$ cat config.mk
export PLATFORM = sky130hd
export DESIGN_NAME = reaction_timer_flat
export DESIGN_NICKNAME = d
export VERILOG_FILES = /design/src/rtl/reaction_timer_if.sv /design/src/rtl/reaction_timer.sv /design/src/flat_wrapper.sv
export SDC_FILE = /design/constraint.sdc
export NUM_CORES = 1
export LEC_CHECK = 0
export CORE_MARGIN = 2
export CORE_UTILIZATION = 30
export CTS_BUF_LIST = sky130_fd_sc_hd__clkbuf_8
export DETAILED_ROUTE_END_ITERATION = 10
export GPL_TIMING_DRIVEN = 0
export PLACE_DENSITY = 0.44
export SLEW_MARGIN = 10
export SYNTH_ARGS = -nofsm -noshare
export SYNTH_HDL_FRONTEND = slang
export SYNTH_SLANG_ARGS = --single-unit
$ cat constraint.sdc
create_clock -name clock -period 2.75 [get_ports clock]
set_input_delay 0.275 -clock clock [delete_from_list [all_inputs] [get_ports clock]]
set_output_delay 0.275 -clock clock [all_outputs]
set_load 0.02 [all_outputs]
$ cat src/rtl/reaction_timer_if.sv
// Signal bundle between the debouncer/display stages and the reaction timer core.
// result_valid is a one-cycle pulse with no back-pressure; the result fields stay stable until the next start.
interface reaction_timer_if;
  logic        start_sustain;
  logic        react_sustain;
  logic        led_go;
  logic [13:0] reaction_ms;
  logic        result_valid;
  logic        foul;
  logic        timeout;
  logic        busy;
  logic [2:0]  state_dbg;

  modport master (
    output start_sustain,
    output react_sustain,
    input  led_go,
    input  reaction_ms,
    input  result_valid,
    input  foul,
    input  timeout,
    input  busy,
    input  state_dbg
  );

  modport slave (
    input  start_sustain,
    input  react_sustain,
    output led_go,
    output reaction_ms,
    output result_valid,
    output foul,
    output timeout,
    output busy,
    output state_dbg
  );
endinterface

$ cat src/rtl/reaction_timer.sv
// Reaction timer core: random pre-GO delay, millisecond reaction count, foul/timeout detection.
// Button inputs are already debounced levels; only their rising edges matter.
module reaction_timer #(
  parameter int TICKS_PER_MS   = 100000,
  parameter int DELAY_MIN_MS   = 1000,
  parameter int FIXED_DELAY_MS = 0,
  parameter int MAX_MS         = 9999
) (
  input  logic             clock,
  input  logic             reset,
  reaction_timer_if.slave  rt
);

  localparam int PW = (TICKS_PER_MS > 1) ? $clog2(TICKS_PER_MS) : 1;
  localparam logic [PW-1:0] TICK_LAST = PW'(TICKS_PER_MS - 1);
  localparam logic [13:0]   MAX_V     = 14'(MAX_MS);
  localparam logic [15:0]   FIXED_V   = 16'(FIXED_DELAY_MS);
  localparam logic [15:0]   MIN_V     = 16'(DELAY_MIN_MS);

  typedef enum logic [2:0] {
    S_IDLE    = 3'd0,
    S_WAIT    = 3'd1,
    S_GO      = 3'd2,
    S_DONE    = 3'd3,
    S_FOUL    = 3'd4,
    S_TIMEOUT = 3'd5
  } state_t;

  state_t        state_q, state_d;
  logic          start_prev_q, react_prev_q;
  logic [15:0]   lfsr_q, lfsr_d;
  logic [PW-1:0] presc_q, presc_d;
  logic [15:0]   delay_q, delay_d;
  logic [13:0]   reaction_q, reaction_d;
  logic          result_valid_q, result_valid_d;
  logic          foul_q, foul_d;
  logic          timeout_q, timeout_d;

  logic          start_edge;
  logic          react_edge;
  logic          tick;
  logic          lfsr_fb;
  logic [15:0]   trial_delay;

  always_comb begin
    start_edge  = rt.start_sustain & ~start_prev_q;
    react_edge  = rt.react_sustain & ~react_prev_q;
    tick        = (presc_q == TICK_LAST);
    // Right-shifting Fibonacci form of taps 16,14,13,11.
    lfsr_fb     = lfsr_q[0] ^ lfsr_q[2] ^ lfsr_q[3] ^ lfsr_q[5];
    lfsr_d      = {lfsr_fb, lfsr_q[15:1]};
    trial_delay = (FIXED_V != 16'd0) ? FIXED_V : (MIN_V + {5'd0, lfsr_q[10:0]});
  end

  always_comb begin
    state_d        = state_q;
    presc_d        = presc_q;
    delay_d        = delay_q;
    reaction_d     = reaction_q;
    result_valid_d = 1'b0;
    foul_d         = foul_q;
    timeout_d      = timeout_q;

    if (state_q == S_WAIT || state_q == S_GO) begin
      presc_d = tick ? '0 : presc_q + 1'b1;
    end

    case (state_q)
      S_IDLE, S_DONE, S_FOUL, S_TIMEOUT: begin
        if (start_edge) begin
          state_d    = S_WAIT;
          presc_d    = '0;
          delay_d    = trial_delay;
          reaction_d = '0;
          foul_d     = 1'b0;
          timeout_d  = 1'b0;
        end
      end

      S_WAIT: begin
        // A react press beats a GO transition landing in the same cycle.
        if (react_edge) begin
          state_d        = S_FOUL;
          result_valid_d = 1'b1;
          foul_d         = 1'b1;
        end else if (tick) begin
          if (delay_q <= 16'd1) begin
            state_d    = S_GO;
            presc_d    = '0;
            delay_d    = '0;
            reaction_d = '0;
          end else begin
            delay_d = delay_q - 16'd1;
          end
        end
      end

      S_GO: begin
        if (react_edge) begin
          state_d        = S_DONE;
          result_valid_d = 1'b1;
        end else if (tick) begin
          if (reaction_q >= MAX_V - 14'd1) begin
            state_d        = S_TIMEOUT;
            reaction_d     = MAX_V;
            timeout_d      = 1'b1;
            result_valid_d = 1'b1;
          end else begin
            reaction_d = reaction_q + 14'd1;
          end
        end
      end

      default: begin
        state_d = S_IDLE;
      end
    endcase
  end

  always_ff @(posedge clock or posedge reset) begin
    if (reset) begin
      state_q        <= S_IDLE;
      start_prev_q   <= 1'b0;
      react_prev_q   <= 1'b0;
      lfsr_q         <= 16'hACE1;
      presc_q        <= '0;
      delay_q        <= '0;
      reaction_q     <= '0;
      result_valid_q <= 1'b0;
      foul_q         <= 1'b0;
      timeout_q      <= 1'b0;
    end else begin
      state_q        <= state_d;
      start_prev_q   <= rt.start_sustain;
      react_prev_q   <= rt.react_sustain;
      lfsr_q         <= lfsr_d;
      presc_q        <= presc_d;
      delay_q        <= delay_d;
      reaction_q     <= reaction_d;
      result_valid_q <= result_valid_d;
      foul_q         <= foul_d;
      timeout_q      <= timeout_d;
    end
  end

  assign rt.led_go       = (state_q == S_GO);
  assign rt.busy         = (state_q == S_WAIT) || (state_q == S_GO);
  assign rt.reaction_ms  = reaction_q;
  assign rt.result_valid = result_valid_q;
  assign rt.foul         = foul_q;
  assign rt.timeout      = timeout_q;
  assign rt.state_dbg    = state_q;

endmodule

$ cat src/flat_wrapper.sv
// flat-port wrapper written by rule: the top's interface ports become plain ports
module reaction_timer_flat 
#(
  parameter int TICKS_PER_MS   = 100000,
  parameter int DELAY_MIN_MS   = 1000,
  parameter int FIXED_DELAY_MS = 0,
  parameter int MAX_MS         = 9999
)
  (clock, reset, rt_start_sustain, rt_react_sustain, rt_led_go, rt_reaction_ms, rt_result_valid, rt_foul, rt_timeout, rt_busy, rt_state_dbg);
  reaction_timer_if rt_i ();
  input  logic clock;
  input  logic reset;
  input wire logic [$bits(rt_i.start_sustain)-1:0] rt_start_sustain;
  input wire logic [$bits(rt_i.react_sustain)-1:0] rt_react_sustain;
  output wire logic [$bits(rt_i.led_go)-1:0] rt_led_go;
  output wire logic [$bits(rt_i.reaction_ms)-1:0] rt_reaction_ms;
  output wire logic [$bits(rt_i.result_valid)-1:0] rt_result_valid;
  output wire logic [$bits(rt_i.foul)-1:0] rt_foul;
  output wire logic [$bits(rt_i.timeout)-1:0] rt_timeout;
  output wire logic [$bits(rt_i.busy)-1:0] rt_busy;
  output wire logic [$bits(rt_i.state_dbg)-1:0] rt_state_dbg;
  assign rt_i.start_sustain = rt_start_sustain;
  assign rt_i.react_sustain = rt_react_sustain;
  assign rt_led_go = rt_i.led_go;
  assign rt_reaction_ms = rt_i.reaction_ms;
  assign rt_result_valid = rt_i.result_valid;
  assign rt_foul = rt_i.foul;
  assign rt_timeout = rt_i.timeout;
  assign rt_busy = rt_i.busy;
  assign rt_state_dbg = rt_i.state_dbg;
  reaction_timer #(.TICKS_PER_MS(TICKS_PER_MS), .DELAY_MIN_MS(DELAY_MIN_MS), .FIXED_DELAY_MS(FIXED_DELAY_MS), .MAX_MS(MAX_MS)) u_core (.clock(clock), .reset(reset), .rt(rt_i));
endmodule
* After elaboration in Yosys (flattened, before gate mapping)
Cells that the tools add are included.
Cells by class: add/subtract/negate cells 4, order comparisons 2, equality and inequality tests 18, mux-type cells 40, bitwise logic cells 7, reductions and logical operators 11
Operators by type and width (count):
- 17-bit two-way mux | 6
- 14-bit two-way mux | 7
- 16-bit two-way mux | 4
- 14-bit one-hot mux with 3 select lines | 1
- 17-bit one-hot mux with 2 select lines | 1
- 16-bit one-hot mux with 2 select lines | 1
- 3-bit two-way mux | 7
- 17-bit by 1-bit adder with 17-bit output, second input constant | 1
- 17-bit equality test, second input constant | 1
- 16-bit by 1-bit <= comparator with 1-bit output, second input constant | 1
- 16-bit by 1-bit subtractor with 16-bit output, second input constant | 1
- 14-bit by 1-bit adder with 14-bit output, second input constant | 1
- 14-bit greater-or-equal comparator, second input constant | 1
- 10-bit by 11-bit adder with 12-bit output, first input constant | 1
- 2-bit by 1-bit inequality test with 1-bit output, second input constant | 5
- 5-bit AND reduction | 2
- 1-bit two-way mux | 9
- 3-bit by 1-bit inequality test with 1-bit output, second input constant | 3
- 3-bit one-hot mux with 3 select lines | 1
- 7-bit AND reduction | 1
- 3-bit by 2-bit equality test with 1-bit output, second input constant | 2
- 3-bit equality test, second input constant | 2
- 2-bit inequality test, second input constant | 3
- 1-bit one-hot mux with 2 select lines | 3
- 12 further kinds | 17
Storage, ports and cells: register bits after elaboration 71, bits of input ports 4, output and inout bits 22, word-level logic and storage cells 92

* Longest topological paths before layout
depth in word-level cells 7, gate-level depth with buffers 10, mapped depth without buffers 8

* Worst setup path after synthesis
Ideal clock, no wire load.
path kind reg2reg, start point reg u_core.presc_q[13], end point reg u_core.reaction_q[7], in the netlist u_core.rt.reaction_ms[7], setup time 0.104 ns, data arrival time 2.434 ns, data required time 2.646 ns, setup slack 0.212 ns, cell stages (with the launch flop) 9, buffers on the path 2, clock period less this slack 2.538 ns, cell sequence dfrtp_1 > or4b_1 > or4_4 > buf_6 > nor4_4 > o21a_1 > buf_6 > nand2_4 > o41ai_2
Between the ends: cells in the longest elaborated chain, start to end 3, elaborated cells on any way between the ends 4, those cells by class eq/ne (3); reduce/logical (1)
Ends and longest elaborated chain:
- start, declared | RTL line reaction_timer.sv:32 | logic [PW-1:0] presc_q, presc_d;
- start signal, assigned | RTL line reaction_timer.sv:137 | presc_q <= presc_d;
- 17-bit equality test * | RTL line reaction_timer.sv:48 | tick = (presc_q == TICK_LAST);
- 2-bit by 1-bit inequality test with 1-bit output (no line)
- 7-bit AND reduction (no line) *
- end signal, assigned | RTL line reaction_timer.sv:139 | reaction_q <= reaction_d;
- end, declared | RTL line reaction_timer.sv:34 | logic [13:0] reaction_q, reaction_d;
Every way passes the cells marked *; elsewhere a longest branch is shown, timed or not. A chain may end at the register's enable or synchronous reset.

* Worst setup path after layout
start point reg u_core.presc_q[12], end point reg u_core.reaction_q[7], in the netlist u_core.rt.reaction_ms[7]
The elaborated chain is that of the path after synthesis.

==> results.toml <==
[clock_network]
cts_made_buffers = 9
path_clk_slew_ns = 0.08
tritoncts = "yes"
holdBufCountCts = 0
clock_latency_ns = 0.36
h-tree-depth = 3
clockBufferDepth = 2
clock-sinks = 71
cts-root-buf = "clkbuf_8"

[logic_synthesis]
syn_nets = 419
netlist_instances = 409
yosysWarnings = 0
synth_top_area_frac = 0.417
synthTopCellsByArea = "dfrtp_1, dfstp_2, o21ai_0, nor2_1, a21oi_1"
syn_area_per_cell_um2 = 9.24
yosys.area.top_type = "dfrtp_1"
ys_seq_elements = 71
netlist_area_mm2 = 0.00378
synth_cell_types = 61
ys_seq_area_frac = 0.473
synth_edf_count = 0
synthFlopType = "dfrtp_1"
ys_async_sr_fraction = 1.00

[grt]
grt_pass1_wl_um = 16200
grt_max_degree = 55
overflow = 0
grt_usage = 0.155
grt_pass1_vias = 3187
antenna_found_initial = 0

[power_and_ir_drop]
ir_drop_uv = 216
power.density_mw_per_mm2 = 754
leakage_nw = 1.90
fin_total_pwr_mw = 3.40

[finish]
n_antenna_cell = 0
finalInstanceArea_mm2 = 0.00450
syn_to_final_growth_pct = 19.2
mostFrequentLayoutCells = "dfrtp_1, nor2_1, nand2_1, o21ai_0, a21oi_1"
final_common_cell = "dfrtp_1"
drive_gt1_frac = 0.113
fin_nets = 458

[critical_path]
crit_start = "u_core.presc_q[12]"
r2r-end = "u_core.rt.reaction_ms[7]"
crit_path_start_kind = "flop"
r2r_cells = 8
required_ns = 3.00
worstReg2RegStart = "u_core.presc_q[12]"
crit_type = "reg2reg"
crit_path_end_kind = "flop"
arrival_ns = 2.87
crit_end = "u_core.rt.reaction_ms[7]"
crit_fanout = 9
r2r_slack_ns = 0.14

[sta]
fmax_mhz = 383
finalClockSkew_ns = 0.0137
hold_violations = 0
worst_slew_pin_slew_ns = 0.947
final.min_clock_period_ns = 2.61
finalCritPeriodShare = 0.950
hold_ws_ns = 0.215
finalMaxSlewViolations = 0
slew_headroom = 0.363
rsz0062_at_grt = "false"
setup_viol = 0
fin_ws_ns = 0.137

[hold_path]
min_path_type = "in2async"

[die]
fp.dieH_um = 116
rows = 40
ios = 26
die_w_um = 116
initial_utilization = 0.311
coreArea_mm2 = 0.0122
die_area_mm2 = 0.0135

[place]
port_buffers = 25
dpl.hpwl_um = 6800
gp_congestion = 0.811
placed_area_mm2 = 0.00427
pre_cts_slack_ns = -0.453

[drt]
vias = 3146
vias_per_cell = 5.07
routedWlPerCell_um = 15.6
routed_wl_um = 9720
remaining_drc_errors = 0
first_pass_iters = 4
antenna_left = 0
drt_iter0_drc = 225

[flow_run]
maxCapViolations = 0

[run_status]
status = "complete, no violations"
state kept, by name (all words and copies together), names as in the netlist:
| signal | count |
|---|---|
| u_core.delay_q | 16 |
| u_core.lfsr_q | 16 |
| u_core.presc_q | 17 |
| u_core.react_prev_q | 1 |
| u_core.rt.foul | 1 |
| u_core.rt.reaction_ms | 14 |
| u_core.rt.result_valid | 1 |
| u_core.rt.state_dbg | 3 |
| u_core.rt.timeout | 1 |
| u_core.start_prev_q | 1 |
power breakdown:
| part | switching [mW] | internal, mW |
|---|---|---|
| combinational | 0.860 | 0.459 |
| clock | 0.394 | 0.402 |
| sequential | 0.115 | 1.17 |
per-layer routing:
layer | up-vias | track usage | routed length (µm)
met1 | 1526 | 0.213 | 4880
met5 | - | 0 | 0
li1 | 1548 | - | -
met3 | 13 | 0.0254 | 354
met2 | 59 | 0.237 | 4290
met4 | 0 | 0.0754 | 193
cells by family after synthesis:
logic type	after synthesis	share of synthesized area
xor gates and xnor gates	23	0.0533
muxes	1	0.00265
AOI/OAI and AO/OA	117	0.196
adders and majority gates	6	0.0199
buffers and inverters	27	0.0328
and+or+nand+nor	164	0.223
DFF	71	0.473
layout make-up:
type / count / area, µm²
buffer: 14 / 80.1
clock buffer: 9 / 124
clock inverter: 7 / 53.8
fill: 1257 / 7660
inverter: 12 / 47.5
multi-input combinational: 311 / 1900
sequential: 71 / 1790
tap: 168 / 210
timing repair buffer: 29 / 299
Yosys cell counts, drive strengths merged (5+ instances only):
master  number
nor2b        6
inv         12
xor2        12
o21ai       40
xnor2       11
dfrtp       63
nand4        6
a21oi       31
nor3         6
nand2b      10
o31ai        5
clkbuf      11
nor4         9
dfstp        8
nor2        49
nand2       40
nand3       10
ha           6
worst max-delay path: stages (launching register included):
cell and delay [ns]:
dfrtp_1 0.39, or4b_4 0.56, or4_4 0.52, buf_6 0.16
a21oi_1 0.18, o21a_1 0.16, buf_6 0.15, nand2_4 0.08
o41ai_2 0.31
worst min path at each step:
stage                                  from             endpoint  cells past startpoint
after floorplan            rt_react_sustain  u_core.react_prev_q                      0
after global placement    u_core.lfsr_q[12]    u_core.lfsr_q[11]                      0
after detailed placement  u_core.lfsr_q[14]    u_core.lfsr_q[13]                      0
after CTS                             reset    u_core.lfsr_q[12]                      2
after global routing                  reset    u_core.lfsr_q[12]                      2
final                                 reset    u_core.lfsr_q[12]                      2
per-stage QoR:
| stage | instances | utilization | setup TNS [ns] |
|---|---|---|---|
| 5_1_grt | 621 | 0.370 | 0 |
| 3_5_place_dp | 603 | 0.351 | -6.59 |
| 3_3_place_gp | 602 | 0.348 | -55.69 |
| 6_report | 621 | 0.370 | 0 |
| 4_1_cts | 618 | 0.367 | -0.0232 |
| 2_1_floorplan | 409 | - | 0 |
what timing repair did:
action | CTS | global route
pin swaps | 0 | 2
setup buffers | 0 | 3
setup endpoints to repair | 20 | 28
gates resized for setup | 5 | 12
Power figures use the tool's default switching activity.
